<file path="src/rtl/scan_display_pwm_ctrl_pkg.sv">
// Shared frame-state type and header codes for the scan display / motor PWM controller.
package scan_display_pwm_ctrl_pkg;

   typedef enum logic [1:0] {
      ST_IDLE,
      ST_DIGIT_DATA,
      ST_PWM_HI,
      ST_PWM_LO
   } frame_state_t;

   localparam logic [3:0] HDR_BLANK_ALL = 4'hE;
   localparam logic [3:0] HDR_PWM       = 4'hF;
   localparam logic [6:0] SEG_BLANK     = 7'h7F;

endpackage

</file>
<file path="src/rtl/scan_display_pwm_ctrl_hex_to_7seg.sv">
// Hex nibble to active-low 7-segment pattern, bit order {g,f,e,d,c,b,a}.
module hex_to_7seg (
   input  logic [3:0] hex,
   output logic [6:0] seg_n
);

   always_comb begin
      case (hex)
         4'h0:    seg_n = 7'h40;
         4'h1:    seg_n = 7'h79;
         4'h2:    seg_n = 7'h24;
         4'h3:    seg_n = 7'h30;
         4'h4:    seg_n = 7'h19;
         4'h5:    seg_n = 7'h12;
         4'h6:    seg_n = 7'h02;
         4'h7:    seg_n = 7'h78;
         4'h8:    seg_n = 7'h00;
         4'h9:    seg_n = 7'h10;
         4'hA:    seg_n = 7'h08;
         4'hB:    seg_n = 7'h03;
         4'hC:    seg_n = 7'h46;
         4'hD:    seg_n = 7'h21;
         4'hE:    seg_n = 7'h06;
         default: seg_n = 7'h0E;
      endcase
   end

endmodule

</file>
<file path="src/rtl/scan_display_pwm_ctrl.sv">
// Nibble-framed command decoder driving a multiplexed 7-segment display and a motor PWM.
module scan_display_pwm_ctrl
   import scan_display_pwm_ctrl_pkg::*;
#(
   parameter int N_DIGITS = 4,
   parameter int SCAN_DIV = 50000,
   parameter int PWM_BITS = 8,
   parameter int TIMEOUT  = 1000000
) (
   input  logic                FPGA_clk,
   input  logic                FPGA_reset_n,
   input  logic [3:0]          nib_data,
   input  logic                nib_valid,
   output logic [6:0]          seg_n,
   output logic [N_DIGITS-1:0] dig_n,
   output logic                motor_pwm_signal,
   output logic                busy,
   output logic                frame_err
);

   localparam int IW = (N_DIGITS > 1) ? $clog2(N_DIGITS) : 1;
   localparam int TW = $clog2(TIMEOUT);
   localparam int SW = $clog2(SCAN_DIV);
   localparam logic [TW-1:0]       TMO_LAST  = TW'(TIMEOUT - 1);
   localparam logic [SW-1:0]       SCAN_LAST = SW'(SCAN_DIV - 1);
   localparam logic [IW-1:0]       IDX_LAST  = IW'(N_DIGITS - 1);
   localparam logic [PWM_BITS-1:0] CNT_LAST  = PWM_BITS'((1 << PWM_BITS) - 2);

   frame_state_t        state, state_next;
   logic [IW-1:0]       target;
   logic [3:0]          digit [N_DIGITS];
   logic [N_DIGITS-1:0] blank;
   logic [3:0]          duty_hi;
   logic [PWM_BITS-1:0] duty_pending, duty_active, pwm_cnt;
   logic [TW-1:0]       tmo_cnt;
   logic [SW-1:0]       scan_cnt;
   logic [IW-1:0]       idx;
   logic [6:0]          seg_dec;
   logic                do_target, do_write, do_blank, do_hi, do_duty, tmo_hit;

   // The 8-bit {hi,lo} duty is truncated or zero-extended to the counter width.
   function automatic logic [PWM_BITS-1:0] fit_duty(input logic [7:0] raw);
      logic [15:0] wide;
      wide = {8'h00, raw};
      return wide[PWM_BITS-1:0];
   endfunction

   always_ff @(posedge FPGA_clk or negedge FPGA_reset_n) begin
      if (!FPGA_reset_n) state <= ST_IDLE;
      else               state <= state_next;
   end

   always_comb begin
      state_next = state;
      do_target  = 1'b0;
      do_write   = 1'b0;
      do_blank   = 1'b0;
      do_hi      = 1'b0;
      do_duty    = 1'b0;
      tmo_hit    = 1'b0;
      case (state)
         ST_IDLE: begin
            if (nib_valid) begin
               if (nib_data < 4'(N_DIGITS)) begin
                  do_target  = 1'b1;
                  state_next = ST_DIGIT_DATA;
               end else if (nib_data == HDR_BLANK_ALL) begin
                  do_blank = 1'b1;
               end else if (nib_data == HDR_PWM) begin
                  state_next = ST_PWM_HI;
               end
            end
         end
         ST_DIGIT_DATA: begin
            if (nib_valid) begin
               do_write   = 1'b1;
               state_next = ST_IDLE;
            end else if (tmo_cnt == TMO_LAST) begin
               tmo_hit    = 1'b1;
               state_next = ST_IDLE;
            end
         end
         ST_PWM_HI: begin
            if (nib_valid) begin
               do_hi      = 1'b1;
               state_next = ST_PWM_LO;
            end else if (tmo_cnt == TMO_LAST) begin
               tmo_hit    = 1'b1;
               state_next = ST_IDLE;
            end
         end
         default: begin
            if (nib_valid) begin
               do_duty    = 1'b1;
               state_next = ST_IDLE;
            end else if (tmo_cnt == TMO_LAST) begin
               tmo_hit    = 1'b1;
               state_next = ST_IDLE;
            end
         end
      endcase
   end

   assign busy = (state != ST_IDLE);

   always_ff @(posedge FPGA_clk or negedge FPGA_reset_n) begin
      if (!FPGA_reset_n) begin
         tmo_cnt      <= '0;
         frame_err    <= 1'b0;
         blank        <= '1;
         duty_pending <= '0;
      end else begin
         frame_err <= tmo_hit;
         if (state == ST_IDLE || nib_valid || tmo_hit) tmo_cnt <= '0;
         else                                          tmo_cnt <= tmo_cnt + 1'b1;
         if (do_blank)      blank         <= '1;
         else if (do_write) blank[target] <= 1'b0;
         if (do_duty) duty_pending <= fit_duty({duty_hi, nib_data});
      end
   end

   // Payload registers; their contents are masked by blank / discarded by reset.
   always_ff @(posedge FPGA_clk) begin
      if (do_target) target        <= nib_data[IW-1:0];
      if (do_write)  digit[target] <= nib_data;
      if (do_hi)     duty_hi       <= nib_data;
   end

   hex_to_7seg u_hex_to_7seg (
      .hex   (digit[idx]),
      .seg_n (seg_dec)
   );

   // Scan path: seg_n and dig_n are registered together from the same idx.
   always_ff @(posedge FPGA_clk or negedge FPGA_reset_n) begin
      if (!FPGA_reset_n) begin
         scan_cnt <= '0;
         idx      <= '0;
         seg_n    <= SEG_BLANK;
         dig_n    <= ~N_DIGITS'(1);
      end else begin
         if (scan_cnt == SCAN_LAST) begin
            scan_cnt <= '0;
            idx      <= (idx == IDX_LAST) ? '0 : idx + 1'b1;
         end else begin
            scan_cnt <= scan_cnt + 1'b1;
         end
         seg_n <= blank[idx] ? SEG_BLANK : seg_dec;
         dig_n <= ~(N_DIGITS'(1) << idx);
      end
   end

   // PWM: duty changes only at the period boundary so no period is cut short.
   always_ff @(posedge FPGA_clk or negedge FPGA_reset_n) begin
      if (!FPGA_reset_n) begin
         pwm_cnt          <= '0;
         duty_active      <= '0;
         motor_pwm_signal <= 1'b0;
      end else begin
         if (pwm_cnt == CNT_LAST) begin
            pwm_cnt     <= '0;
            duty_active <= duty_pending;
         end else begin
            pwm_cnt <= pwm_cnt + 1'b1;
         end
         motor_pwm_signal <= (pwm_cnt < duty_active);
      end
   end

endmodule

</file>
<file path="config.mk">
export PLATFORM = sky130hd
export DESIGN_NAME = scan_display_pwm_ctrl
export DESIGN_NICKNAME = d
export VERILOG_FILES = /design/src/rtl/scan_display_pwm_ctrl_pkg.sv /design/src/rtl/scan_display_pwm_ctrl_hex_to_7seg.sv /design/src/rtl/scan_display_pwm_ctrl.sv
export SDC_FILE = /design/constraint.sdc
export NUM_CORES = 1
export LEC_CHECK = 0
export ABC_AREA = 1
export CAP_MARGIN = 5
export CORE_ASPECT_RATIO = 1.5
export CORE_MARGIN = 2
export CORE_UTILIZATION = 55
export CTS_BUF_LIST = sky130_fd_sc_hd__clkbuf_8 sky130_fd_sc_hd__clkbuf_16
export CTS_CLUSTER_SIZE = 20
export DETAILED_ROUTE_END_ITERATION = 8
export PLACE_DENSITY = 0.73
export SYNTH_ARGS = -nofsm -noshare
export SYNTH_HDL_FRONTEND = slang
export SYNTH_HIERARCHICAL = 1
export SYNTH_SLANG_ARGS = --single-unit
</file>
<file path="constraint.sdc">
create_clock -name FPGA_clk -period 2.8 [get_ports FPGA_clk]
set_input_delay 0.84 -clock FPGA_clk [delete_from_list [all_inputs] [get_ports FPGA_clk]]
set_output_delay 0.84 -clock FPGA_clk [all_outputs]
set_load 0.01 [all_outputs]
</file>
==> flow_summary.json, run 1 <==
{
  "synth.yosys.seq_area_share_pct": 53.6,
  "multiInputGateArea_um2": 1930,
  "drv_slew": 0,
  "dieWidth_um": 82.2,
  "ys_ff_latch": 103,
  "seq_area_um2": 2710,
  "cp_max_fo": 6,
  "timing_hold_violations_final": 0,
  "tightest_slew_ns": 0.677,
  "cap_violations": 0,
  "combinationalPowerShare_pct": 13.1,
  "crit_path_end_kind": "output pin",
  "final_common_cell": "nand2_1",
  "vias": 3745,
  "drive_gt1_share_pct": 8.39,
  "worst_setup_path_start_kind": "flop",
  "synth_area_leaders": "dfrtp_1, edfxtp_1, nand2_1",
  "cts_hold_buf": 0,
  "post-route-period-util_pct": 86.2,
  "crit_start": "state[1]",
  "ant_nets": 0,
  "first_iter_violations": 165,
  "dieArea_um2": 9970,
  "ys_types": 31,
  "via_per_inst": 5.22,
  "start_util_pct": 56.8,
  "synth_top_area_share_pct": 33.3,
  "top_level_ports": 21,
  "p_int_uw": 2720,
  "grt_antenna_before_repair": 0,
  "grt_max_degree": 46,
  "ir_drop_v": 0.000568,
  "crit_required_ns": 1.96,
  "placed_cells": 702,
  "hold_class": "in -> async",
  "grt_pass1_wl_um": 16400,
  "die_h_um": 121,
  "numCtsBuffers": 9,
  "synth_area_per_cell_um2": 8.75,
  "root_buffer": "clkbuf_16",
  "setup_violations": 0,
  "static-leakage-power_uw": 0.00264,
  "status": "completed",
  "rows": 42,
  "power_density_nw_per_um2": 634,
  "rsz0062_at_grt": "false",
  "place.gp.congestion": 0.881,
  "max_freq_mhz": 414,
  "clkPwrFrac_pct": 37.2,
  "wirelength_um": 9700,
  "core_um2": 8880,
  "track_usage_pct": 21.5,
  "rr_startpoint": "idx[0]",
  "wl_per_cell_um": 13.5,
  "num-fill-cells": 734,
  "clk_path_buf_depth": 2,
  "clk_pin_slew_ns": 0.07,
  "final_cell_mix": "nand2_1, inv_1, nor2_1",
  "pwr-share-seq_pct": 49.7,
  "portBuffers": 20,
  "cts_tree": "built",
  "synth_top_area_cell": "dfrtp_1",
  "nNetsFinal": 632,
  "relSlewSlack_pct": 54.9,
  "min_period_ns": 2.41,
  "syn_area_um2": 5040,
  "p_sw_share_pct": 24.8,
  "arrival_ns": 1.57,
  "r2r_cells": 11,
  "htreeDepth": 3,
  "cts_sinks": 103,
  "skew_ns": 0.00712,
  "area_delta_synth_final_pct": 13.0,
  "n_antenna_cell": 0,
  "yosysWarnings": 6,
  "grt.overflow.total": 0,
  "clk-insertion-delay-late_ns": 0.34,
  "final_cell_count_no_fill": 718,
  "post_cts_buffers": 0,
  "dp_hpwl_um": 7060,
  "grt_pass1_vias": 3697,
  "drcViolationCount": 0,
  "tns_ns": 0,
  "cts_resized": 0,
  "syn_nets": 605,
  "drt_first_pass_iters": 5,
  "p_sw_uw": 896,
  "postSynthCellCount": 576,
  "crit_type": "reg -> out"
}
-- path summary, 6_finish.rpt --
check	slack (ns)	endpoint
min reg2reg	0.46	scan_cnt[0]
min	0.45	scan_cnt[11]
max	0.39	busy
min in group FPGA_clk	0.46	scan_cnt[0]
max reg2reg	0.54	seg_n[0]
max in group asynchronous	1.69	blank[0]
-- cells in the mapped netlist, drive strengths merged --
cell type / instances
dfrtp: 67
xnor2: 3
or2: 1
xor2: 19
nor3: 20
nor2: 87
clkbuf: 2
a21oi: 20
o21bai: 1
nand3: 31
dfstp: 14
ha: 22
o21ai: 35
inv: 89
nand3b: 1
o22ai: 5
nand4: 9
and3: 1
o31ai: 1
nand2: 117
buf: 9
edfxtp: 22
-- worst max-delay path, stage by stage (launching register included) --
cell and delay, ns:
dfrtp_1 0.37, inv_1 0.08, nand2_1 0.20, clkdlybuf4s50_1 0.59
-- flip-flops by register name (all words and copies together) (netlist names), 4 cells and up --
signal / flops
tmo_cnt: 20
duty_hi: 4
duty_active: 8
blank: 4
duty_pending: 8
digit: 16
dig_n: 4
scan_cnt: 16
pwm_cnt: 8
seg_n: 7
-- routing by layer --
layer | GRT usage (%) | wire, um
met1 | 24.6 | 3960
met2 | 38.5 | 5300
met3 | 2.16 | 210
met4 | 10.7 | 229
met5 | 0 | 0
-- layout make-up --
class	count	share of cell area (%)
clock inverters	6	1.49
flip-flops and latches	103	47.5
clock buffers	10	4.20
inverters	89	5.87
well taps	110	2.42
repair buffers	27	4.61
multi-input cells	373	33.9
-- kinds of logic (layout without fill, tap and decap cells) --
logic type,after synthesis,count (layout),share of synthesized area [%]
compound gates,62,62,6.45
xor+xnor,22,22,3.82
fa+ha+maj,22,22,5.46
buf+inv,100,132,8.04
flops,103,103,53.6
simple gates,267,267,22.6
-- per-stage QoR --
step / cell area (um^2) / util (%) / setup slack, ns / total power (uW) / hold slack, ns
finish: 5700 / 64.1 / 0.386 / 3610 / 0.449
global route: 5700 / 64.1 / 0.292 / 3780 / 0.471
CTS: 5700 / 64.1 / 0.409 / 3640 / 0.461
detailed placement: 5370 / 60.5 / 0.336 / 2300 / 0.452
global placement: 5370 / 60.5 / 0.397 / 2270 / 0.449
floorplan: 5040 / - / 0.820 / 2100 / 0.430
-- power by group through the flow --
stage,clock (uW),combinational [uW],sequential [uW]
global route,1430,536,1820
global placement,0,449,1820
finish,1340,473,1800
detailed placement,0,469,1830
floorplan,0,271,1830
CTS,1360,479,1800
No activity file was read; power rests on OpenSTA's default activity.
==> inputs of run 2 (changes only) <==
--- a/config.mk
+++ b/config.mk
@@ -16,5 +16,4 @@
 export PLACE_DENSITY = 0.73
 export SYNTH_ARGS = -nofsm -noshare
 export SYNTH_HDL_FRONTEND = slang
-export SYNTH_HIERARCHICAL = 1
 export SYNTH_SLANG_ARGS = --single-unit
==> flow_summary.json, run 2 <==
{
  "portBuffers": 20,
  "timing_hold_violations_final": 0,
  "hold_ws_ns": 0.474,
  "syn_area_um2": 5080,
  "ant_nets": 0,
  "final_common_cell": "nand2_1",
  "worst_setup_path_start_kind": "flop",
  "via_per_inst": 5.28,
  "rsz0062_at_grt": "false",
  "crit_required_ns": 1.96,
  "skew_ns": 0.00649,
  "tns_ns": 0,
  "largestRegisters": "tmo_cnt x20, digit x16, scan_cnt x16",
  "drt_first_pass_iters": 5,
  "start_util_pct": 55.9,
  "htreeDepth": 3,
  "n_antenna_cell": 0,
  "post-route-period-util_pct": 90.9,
  "min_period_ns": 2.55,
  "clk_path_buf_depth": 2,
  "syn_nets": 615,
  "top_level_ports": 21,
  "synthArstFlopShare_pct": 78.6,
  "cts_resized": 0,
  "dieWidth_um": 82.5,
  "die_h_um": 122,
  "synth_top_area_cell": "dfrtp_1",
  "tightest_slew_ns": 0.594,
  "nNetsFinal": 646,
  "vias": 3881,
  "top_register": "tmo_cnt",
  "critical-path-top-delay-family": "buffers and inverters",
  "slowest_delay_ns": 0.50,
  "grt_pass1_vias": 3773,
  "clk-insertion-delay-late_ns": 0.34,
  "synth_top_area_share_pct": 33.0,
  "root_buffer": "clkbuf_16",
  "largest_reg_flops": 20,
  "ys_types": 36,
  "synthFlopType": "dfrtp_1",
  "cts_tree": "built",
  "crit_type": "reg -> out",
  "dp_hpwl_um": 6860,
  "core_um2": 9090,
  "relSlewSlack_pct": 60.1,
  "grt_max_degree": 45,
  "numCtsBuffers": 9,
  "synth-edff-count": 22,
  "drcViolationCount": 0,
  "crit_path_top_delay_cell": "clkdlybuf4s50_1",
  "arrival_ns": 1.71,
  "cap_violations": 0,
  "synth_area_per_cell_um2": 8.66,
  "hold_class": "reg -> reg",
  "setup_violations": 0,
  "power_density_nw_per_um2": 614,
  "first_iter_violations": 241,
  "track_usage_pct": 20.7,
  "max_freq_mhz": 393,
  "grt.overflow.total": 0,
  "critPathBufInv": 2,
  "status": "completed",
  "path_cells": "nor2_1 -> inv_1 -> clkdlybuf4s50_1",
  "crit_path_end_kind": "output pin",
  "synth.yosys.seq_area_share_pct": 53.2,
  "num-fill-cells": 758,
  "rows": 43,
  "cp_max_fo": 6,
  "total_power_uw": 3530,
  "synth_most_common_cell": "nand2_1",
  "area_delta_synth_final_pct": 13.0,
  "drive_gt1_share_pct": 10.1,
  "clk_pin_slew_ns": 0.07,
  "ir_drop_v": 0.000438,
  "static-leakage-power_uw": 0.00266,
  "drv_slew": 0,
  "wl_per_cell_um": 12.9,
  "post_cts_buffers": 0,
  "place.gp.congestion": 0.925,
  "grt_pass1_wl_um": 16100,
  "synth_top_cells_by_count": "nand2_1, nor2_1, inv_1",
  "dieArea_um2": 10000,
  "cts_sinks": 103,
  "synth_area_leaders": "dfrtp_1, edfxtp_1, nand2_1",
  "fin_util_pct": 63.1,
  "yosysWarnings": 0,
  "final_cell_mix": "nand2_1, nor2_1, inv_1",
  "cts_hold_buf": 0,
  "grt_antenna_before_repair": 0,
  "ys_ff_latch": 103,
  "postSynthCellCount": 587,
  "wirelength_um": 9520
}
==> run 2: changes by cell type after synthesis, sizes merged, moves of 2 or more <==
cell	before	now
nand2	117	133
o21ai	35	27
xor2	19	12
buf	9	3
nand3	31	37
o22ai	5	0
a21oi	20	23
o211ai	0	2
==> run 2: per-stage QoR <==
stage | instances | setup slack (ns) | area (um^2)
final | 735 | 0.255 | 5740
after global placement | 719 | 0.498 | 5440
after floorplan | 587 | 0.920 | 5080
after global routing | 735 | 0.207 | 5740
after detailed placement | 719 | 0.447 | 5440
after CTS | 735 | 0.261 | 5740
==> run 2: kinds of logic (layout without fill, tap and decap cells) <==
logic type / Yosys count / after routing / share of synthesized area, %
xor+xnor: 15 / 15 / 2.59
compound gates: 57 / 57 / 5.93
simple gates: 296 / 296 / 25.7
buf+inv: 95 / 131 / 7.36
flops: 103 / 103 / 53.2
fa+ha+maj: 21 / 21 / 5.17
==> run 2: final cells by class <==
cell class                 count  area [um^2]  area share (%)
clock buffer                   9          225            3.92
inverter                      90          345            6.02
tap                          112          140            2.44
sequential                   103         2710            47.1
clock inverter                 7         73.8            1.29
multi-input combinational    389         2000            34.9
timing repair buffer          25          248            4.32
==> run 2: worst reg2reg max path: cells and delay by family (launching register included) <==
kind                       cells  cell delay, ns
DFF                            1            0.65
and+or+nand+nor                5            0.49
buffers and inverters          3            0.40
adders and majority gates      1            0.22
AOI/OAI and AO/OA              1            0.18
==> run 2: final timing paths <==
path,end,startpoint,depth (start not counted),slack [ns]
min in group asynchronous,pwm_cnt[7],FPGA_reset_n,1,0.49
max,busy,state[0],3,0.25
min,scan_cnt[0],scan_cnt[0],1,0.47
min reg2reg,scan_cnt[0],scan_cnt[0],1,0.47
max reg2reg,seg_n[5],idx[0],10,0.79
max in group asynchronous,tmo_cnt[3],FPGA_reset_n,2,1.71
==> run 2: per-layer routing <==
metal  up-vias  part of all wire [%]  track usage, %
li1       1934                     -               -
met1      1872                    40            22.4
met2        56                    55            38.4
met3        19                   2.2            3.85
met4         0                   2.0            8.23
met5         -                     0               0
==> run 2: where the power goes <==
| group | total [uW] | internal, uW | switching, uW |
|---|---|---|---|
| Sequential | 1800 | 1730 | 68.7 |
| Combinational | 472 | 189 | 282 |
| Clock | 1250 | 694 | 557 |
==> inputs of run 3 (changes only) <==
--- a/config.mk
+++ b/config.mk
@@ -14,6 +14,8 @@
 export CTS_CLUSTER_SIZE = 20
 export DETAILED_ROUTE_END_ITERATION = 8
 export PLACE_DENSITY = 0.73
+export SLEW_MARGIN = 20
 export SYNTH_ARGS = -nofsm -noshare
 export SYNTH_HDL_FRONTEND = slang
 export SYNTH_SLANG_ARGS = --single-unit
+export TNS_END_PERCENT = 5
==> results of run 3 <==
Final layout, timing and power as in run 2 (identical DEF).
